$ cat src/rtl/max7219_rx.sv
// Receiver for a cascaded MAX7219 serial chain: it samples the driver's clock, data and load
// lines, and on each load rising edge decodes every device's 16-bit word into that device's registers.
module max7219_rx #(
  parameter int DEVICES = 2
) (
  input  logic                    clk,
  input  logic                    reset_n,
  input  logic                    spi_clk,
  input  logic                    spi_din,
  input  logic                    spi_load,
  output logic [DEVICES*64-1:0]   digits,
  output logic [DEVICES*8-1:0]    decode_mode,
  output logic [DEVICES*4-1:0]    intensity,
  output logic [DEVICES*3-1:0]    scan_limit,
  output logic [DEVICES-1:0]      shutdown,
  output logic [DEVICES-1:0]      display_test,
  output logic                    frame_valid,
  output logic                    frame_error
);

  localparam int W = DEVICES * 16;
  localparam logic [7:0] FULL_COUNT = 8'(W);

  typedef enum logic [1:0] {IDLE, SHIFT, COMMIT} state_t;

  // Index 1 of each chain is the synchronized value; index 2 is the delayed copy used for edge detection.
  logic [2:0] clk_sync;
  logic [2:0] load_sync;
  logic [1:0] din_sync;
  logic       clk_rise;
  logic       load_rise;

  state_t     state;
  logic [7:0] bit_cnt;
  logic [W-1:0] shift_reg;

  always_ff @(posedge clk or negedge reset_n) begin
    if (!reset_n) begin
      clk_sync  <= '0;
      load_sync <= '0;
      din_sync  <= '0;
    end else begin
      clk_sync  <= {clk_sync[1:0], spi_clk};
      load_sync <= {load_sync[1:0], spi_load};
      din_sync  <= {din_sync[0], spi_din};
    end
  end

  assign clk_rise  = clk_sync[1] & ~clk_sync[2];
  assign load_rise = load_sync[1] & ~load_sync[2];

  always_ff @(posedge clk or negedge reset_n) begin
    if (!reset_n) begin
      state        <= IDLE;
      bit_cnt      <= '0;
      shift_reg    <= '0;
      digits       <= '0;
      decode_mode  <= '0;
      intensity    <= '0;
      scan_limit   <= '0;
      shutdown     <= '1;
      display_test <= '0;
      frame_valid  <= 1'b0;
      frame_error  <= 1'b0;
    end else begin
      frame_valid <= 1'b0;
      frame_error <= 1'b0;
      case (state)
        IDLE, SHIFT: begin
          // A clock edge arriving with the load edge still belongs to this frame.
          if (clk_rise) begin
            shift_reg <= {shift_reg[W-2:0], din_sync[1]};
            if (bit_cnt != 8'hFF) bit_cnt <= bit_cnt + 8'd1;
          end
          if (load_rise)
            state <= COMMIT;
          else if (clk_rise)
            state <= SHIFT;
        end
        COMMIT: begin
          if (bit_cnt == FULL_COUNT) begin
            for (int d = 0; d < DEVICES; d++) begin
              case (shift_reg[d*16+8 +: 4])
                4'h1, 4'h2, 4'h3, 4'h4, 4'h5, 4'h6, 4'h7, 4'h8:
                  digits[d*64 + (int'(shift_reg[d*16+8 +: 4]) - 1)*8 +: 8] <= shift_reg[d*16 +: 8];
                4'h9: decode_mode[d*8 +: 8] <= shift_reg[d*16 +: 8];
                4'hA: intensity[d*4 +: 4]   <= shift_reg[d*16 +: 4];
                4'hB: scan_limit[d*3 +: 3]  <= shift_reg[d*16 +: 3];
                4'hC: shutdown[d]           <= ~shift_reg[d*16];
                4'hF: display_test[d]       <= shift_reg[d*16];
                default: ;
              endcase
            end
            frame_valid <= 1'b1;
          end else begin
            frame_error <= 1'b1;
          end
          bit_cnt   <= '0;
          shift_reg <= '0;
          state     <= IDLE;
        end
        default: state <= IDLE;
      endcase
    end
  end

endmodule

$ cat config.mk
export PLATFORM = sky130hd
export DESIGN_NAME = max7219_rx
export DESIGN_NICKNAME = d
export VERILOG_FILES = /design/src/rtl/max7219_rx.sv
export SDC_FILE = /design/constraint.sdc
export NUM_CORES = 1
export LEC_CHECK = 0
export CORE_MARGIN = 3
export CORE_UTILIZATION = 54
export DETAILED_ROUTE_END_ITERATION = 8
export HOLD_SLACK_MARGIN = 0.12
export PLACE_DENSITY = 0.8
export SETUP_SLACK_MARGIN = 0.1
export SLEW_MARGIN = 20
export SYNTH_ARGS = -nofsm -noshare
export SYNTH_HDL_FRONTEND = slang
export SYNTH_SLANG_ARGS = --single-unit
$ cat constraint.sdc
create_clock -name clk -period 4.39 [get_ports clk]
set_input_delay 0.6585 -clock clk [delete_from_list [all_inputs] [get_ports clk]]
set_output_delay 0.6585 -clock clk [all_outputs]
set_load 0.05 [all_outputs]
# After elaboration in Yosys (flattened, before gate mapping)
# Cells that the tools add are included.
# totals
output_inout_bits	164
ff_bits	210
# op_classes
eq_ne	33
n_shift	4
n_addsub	6
muxes	18
bitwise_logic	6
n_reduce_logical	18
# ops
op	n
$mux 128	4
$bwmux 128	2
$shift 8x33->128 const A	2
$shiftx 8x33->128	2
$pmux 28 s2	1
$eq 4x4->1 const B	12
$neg 8->33	1
$neg 9->33	1
$reduce_and 3->1	11
$eq 4x3->1 const B	8
$mux 28	1
$eq 4x2->1 const B	4
$mux 8	2
$pmux 8 s2	1
$reduce_or 8->1	2
$sub 4x1->5 const B	2
$add 8x8->9 const A	1
$add 8x1->8 const B	1
$eq 4x1->1 const B	2
$eq 8x6->1 const B	1
$ne 8x8->1 const B	1
$mux 2	3
$mux 1	4
$ne 2x2->1 const B	2
9 further kinds	14

# Logic depth before layout (Yosys ltp)
# depth
word_depth	9
depth_mapped	17
mapped_depth_nobuf	13

# Worst setup path before layout
# No wires, ideal clock.
# synth_timing
path_kind	register to register
from	register shift_reg[24]
to	register digits[38]
t_required_ps	4271
stages_incl_launch_ff	18
arrival_ps	3794
setup_ps	119
setup_slack_ps	476
n_path_buf	4
cell_sequence	dfrtp_1 clkbuf_1 inv_1 ha_1 or3b_2 clkbuf_1 inv_2 nand2_1 inv_1 ha_1 clkbuf_1 nor4bb_1 and4_1 o21ai_0 or3_1 clkbuf_1 a41oi_1 a21bo_2
# synth_between
elab_chain_cells	6
# synth_lines
item	line	source
start: declaration	35	logic [W-1:0] shift_reg;
start signal: assignment	72	shift_reg <= {shift_reg[W-2:0], din_sync[1]};
$sub 4x1->5	85	digits[d*64 + (int'(shift_reg[d*16+8 +: 4]) - 1)*8 +: 8] <= shift_reg[d*16 +: 8];
$add 8x8->9	85	
$neg 9->33	85	
$shiftx 8x33->128 or $shift 8x33->128 (tied branches)	85	
$bwmux 128	85	
$mux 128 (*)	83	case (shift_reg[d*16+8 +: 4])
end signal: indexed assignment	85	
end: declaration	11	output logic [DEVICES*64-1:0] digits,
# Every way passes the cells marked *; elsewhere a longest branch is shown, timed or not.
# A chain may end at the register's enable or synchronous reset.

# Final worst setup path
# layout_timing
from	register shift_reg[25]
to	register digits[55]
# Same word-level chain as after synthesis.

==> qor.yml <==
die_height_um: 146
slew_headroom_pct: 25.1
fin_crit_sh_pct: 90.9
grt_pass1_wl_mm: 53.2
cts_htree_levels: 1
detail-route-antenna-nets: 0
synth_edf_count: 0
setup_tns_ns: 0
vdd_drop_max_v: 0.000350
seq_power_share_pct: 50.8
min_path_type: "in -> async"
cts.path.max_buffers: 3
crit_fanout: 12
synth-seq-cells: 210
final_nets: 1287
path_clk_slew_ns: 0.06
grt.overflow.total: 0
p_sw_mw: 0.911
drv_cap: 0
yosysWarnings: 0
drv_slew: 0
p_int_mw: 3.04
place.gp.congestion: 0.946
post-place-ws_ns: 0.477
reg2reg_to: "digits[55]"
grt_antenna_before_repair: 0
crit_arrival_ns: 4.38
port_buffers: 168
end_kind: "flop"
clkSinkCount: 210
synth_nets: 1132
grt_max_degree: 119
whs_ns: 0.277
r2r-start: "shift_reg[25]"
dpl.hpwl_mm: 22.2
period_needed_ns: 3.99
rows: 50
start_util_pct: 55.9
final_hold_viol_count: 0
via_count: 9848
startpoint: "shift_reg[25]"
combPwrFrac_pct: 3.8
skew_ns: 0.0131
synth-main-ff-cell: "dfrtp_1"
wl_per_cell_um: 22.0
largest_reg_flops: 128
utilization_pct: 70.1
cts_tree: "yes"
core_area_mm2: 0.0190
setup_viol_count_final: 0
outcome: "finished clean"
dieArea_mm2: 0.0214
p_sw_share_pct: 23.0
clk_latency_ns: 0.51
grt_pass1_vias: 9532
fmax_mhz: 251
power_frac_clock_pct: 45.4
final_common_cell: "dfrtp_1"
area_growth_syn_to_layout_pct: 25.5
synthTopCellsByArea: "dfrtp_1 49%, nor2_1 3.9%, nand2_1 3.8%, inv_1 2.7%, a221oi_1 2.6%"
pin_count: 169
pwr_density_cell_mw_per_mm2: 297
firstDrtPassIters: 6
first_iter_violations: 897
cts-root-buf: "clkbuf_16"
synth.distinct_cells: 72
max_slew.worst_pin.slew_ns: 1.12
syn_inst: 1106
drc_errors: 0
fin_ws_ns: 0.400
via_per_inst: 6.42
grt_use_total_pct: 30.7
drt_wl_total_mm: 33.8
power.leakage_nw: 5.78
layout-drive-gt1-share_pct: 9.35
synth_area_leader_cell: "dfrtp_1"
critPathLaunchType: "flop"
dieWidth_um: 146
path_class: "reg -> reg"
synth_area_mm2: 0.0106
ys_seq_area_share_pct: 49.5
r2r_cells: 13
antenna_cells: 0
yosys.area.top_type_share_pct: 49.0
cts_buffers: 22
cts_hold_buf: 0
required_ns: 4.78
grt_setup_unrepaired: "true"
layout_common_cells: "208 x dfrtp_1, 167 x clkdlybuf4s50_1, 109 x nor2_1"
syn_area_per_cell_um2: 9.60
async_flop_share_pct: 100
r2r_setup_slack_ns: 0.40
==> per-stage QoR <==
step           total power, mW  cells  instance area [µm²]
2_1_floorplan             2.11   1106                10600
3_3_place_gp              2.19   1497                12600
3_5_place_dp              2.19   1497                12600
4_1_cts                   3.96   1533                13300
5_1_grt                   4.07   1533                13300
6_report                  3.96   1533                13300
==> area by class of cell <==
cell class | count | area (µm²)
Fill cell | 1443 | 5680
Sequential cell | 210 | 5260
Multi-Input combinational cell | 736 | 4740
Timing Repair Buffer | 212 | 2030
Clock buffer | 30 | 622
Tap cell | 260 | 325
Inverter | 79 | 302
Clock inverter | 6 | 55.1
==> critical path: stages (launching register included) <==
cell,delay [ns]
dfrtp_1,0.38
inv_1,0.10
ha_1,0.16
or3b_2,0.53
inv_2,0.21
nand2_1,0.12
inv_1,0.08
ha_1,0.18
clkinv_1,0.23
or4_1,0.61
a2111oi_0,0.42
buf_4,0.20
o21ai_1,0.24
a221oi_1,0.40
==> synthesized netlist by cell type (21+ instances only) <==
cell        n
nor3_1     40
inv_1      76
mux2_2     21
ha_1       21
nor4_1     31
a221oi_1   31
o221ai_1   23
o21ai_0    41
dfrtp_1   208
nor2_1    109
clkbuf_1   63
a211oi_1   23
nand2_1   108
a221o_1    24
nand3_1    42
==> repair_timing <==
action	4_1_cts	5_1_grt
endpoints found under the hold margin	0	0
buffers inserted	0	0
setup endpoints to repair	0	11
resized for setup	0	2
==> power by group through the flow <==
stage / registers [mW] / logic [mW] / clock network, mW
floorplan: 2.01 / 0.0949 / 0
global placement: 2.04 / 0.145 / 0
detailed placement: 2.04 / 0.150 / 0
CTS: 2.01 / 0.151 / 1.80
global route: 2.01 / 0.171 / 1.89
finish: 2.01 / 0.150 / 1.79
==> worst max-delay path by stage <==
stage,end,cells after the start
2_1_floorplan,digits[38],17
3_3_place_gp,digits[54],13
3_5_place_dp,digits[6],11
4_1_cts,digits[61],11
5_1_grt,digits[62],11
6_report,digits[55],13
==> metal layers <==
layer	vias to the layer above	routed length (µm)	track usage [%]
met2	577	15300	47.6
met5	-	0	0
met3	99	3450	6.15
li1	4385	-	-
met4	0	1440	11.9
met1	4787	13600	43.0
==> logic make-up (layout without fill, tap and decap cells) <==
kind of cell             Yosys count  in the layout  synth area share [%]
flip-flops                       210            210                  49.5
buffers and inverters            160            327                  5.96
XOR/XNOR                          11             11                 0.907
adder cells (fa/ha/maj)           21             21                  2.47
multiplexers                      22             22                  2.32
AO/OA/AOI/OAI                    258            258                  18.8
AND/OR/NAND/NOR                  424            424                  20.1
No activity file was read; power rests on OpenSTA's default activity.
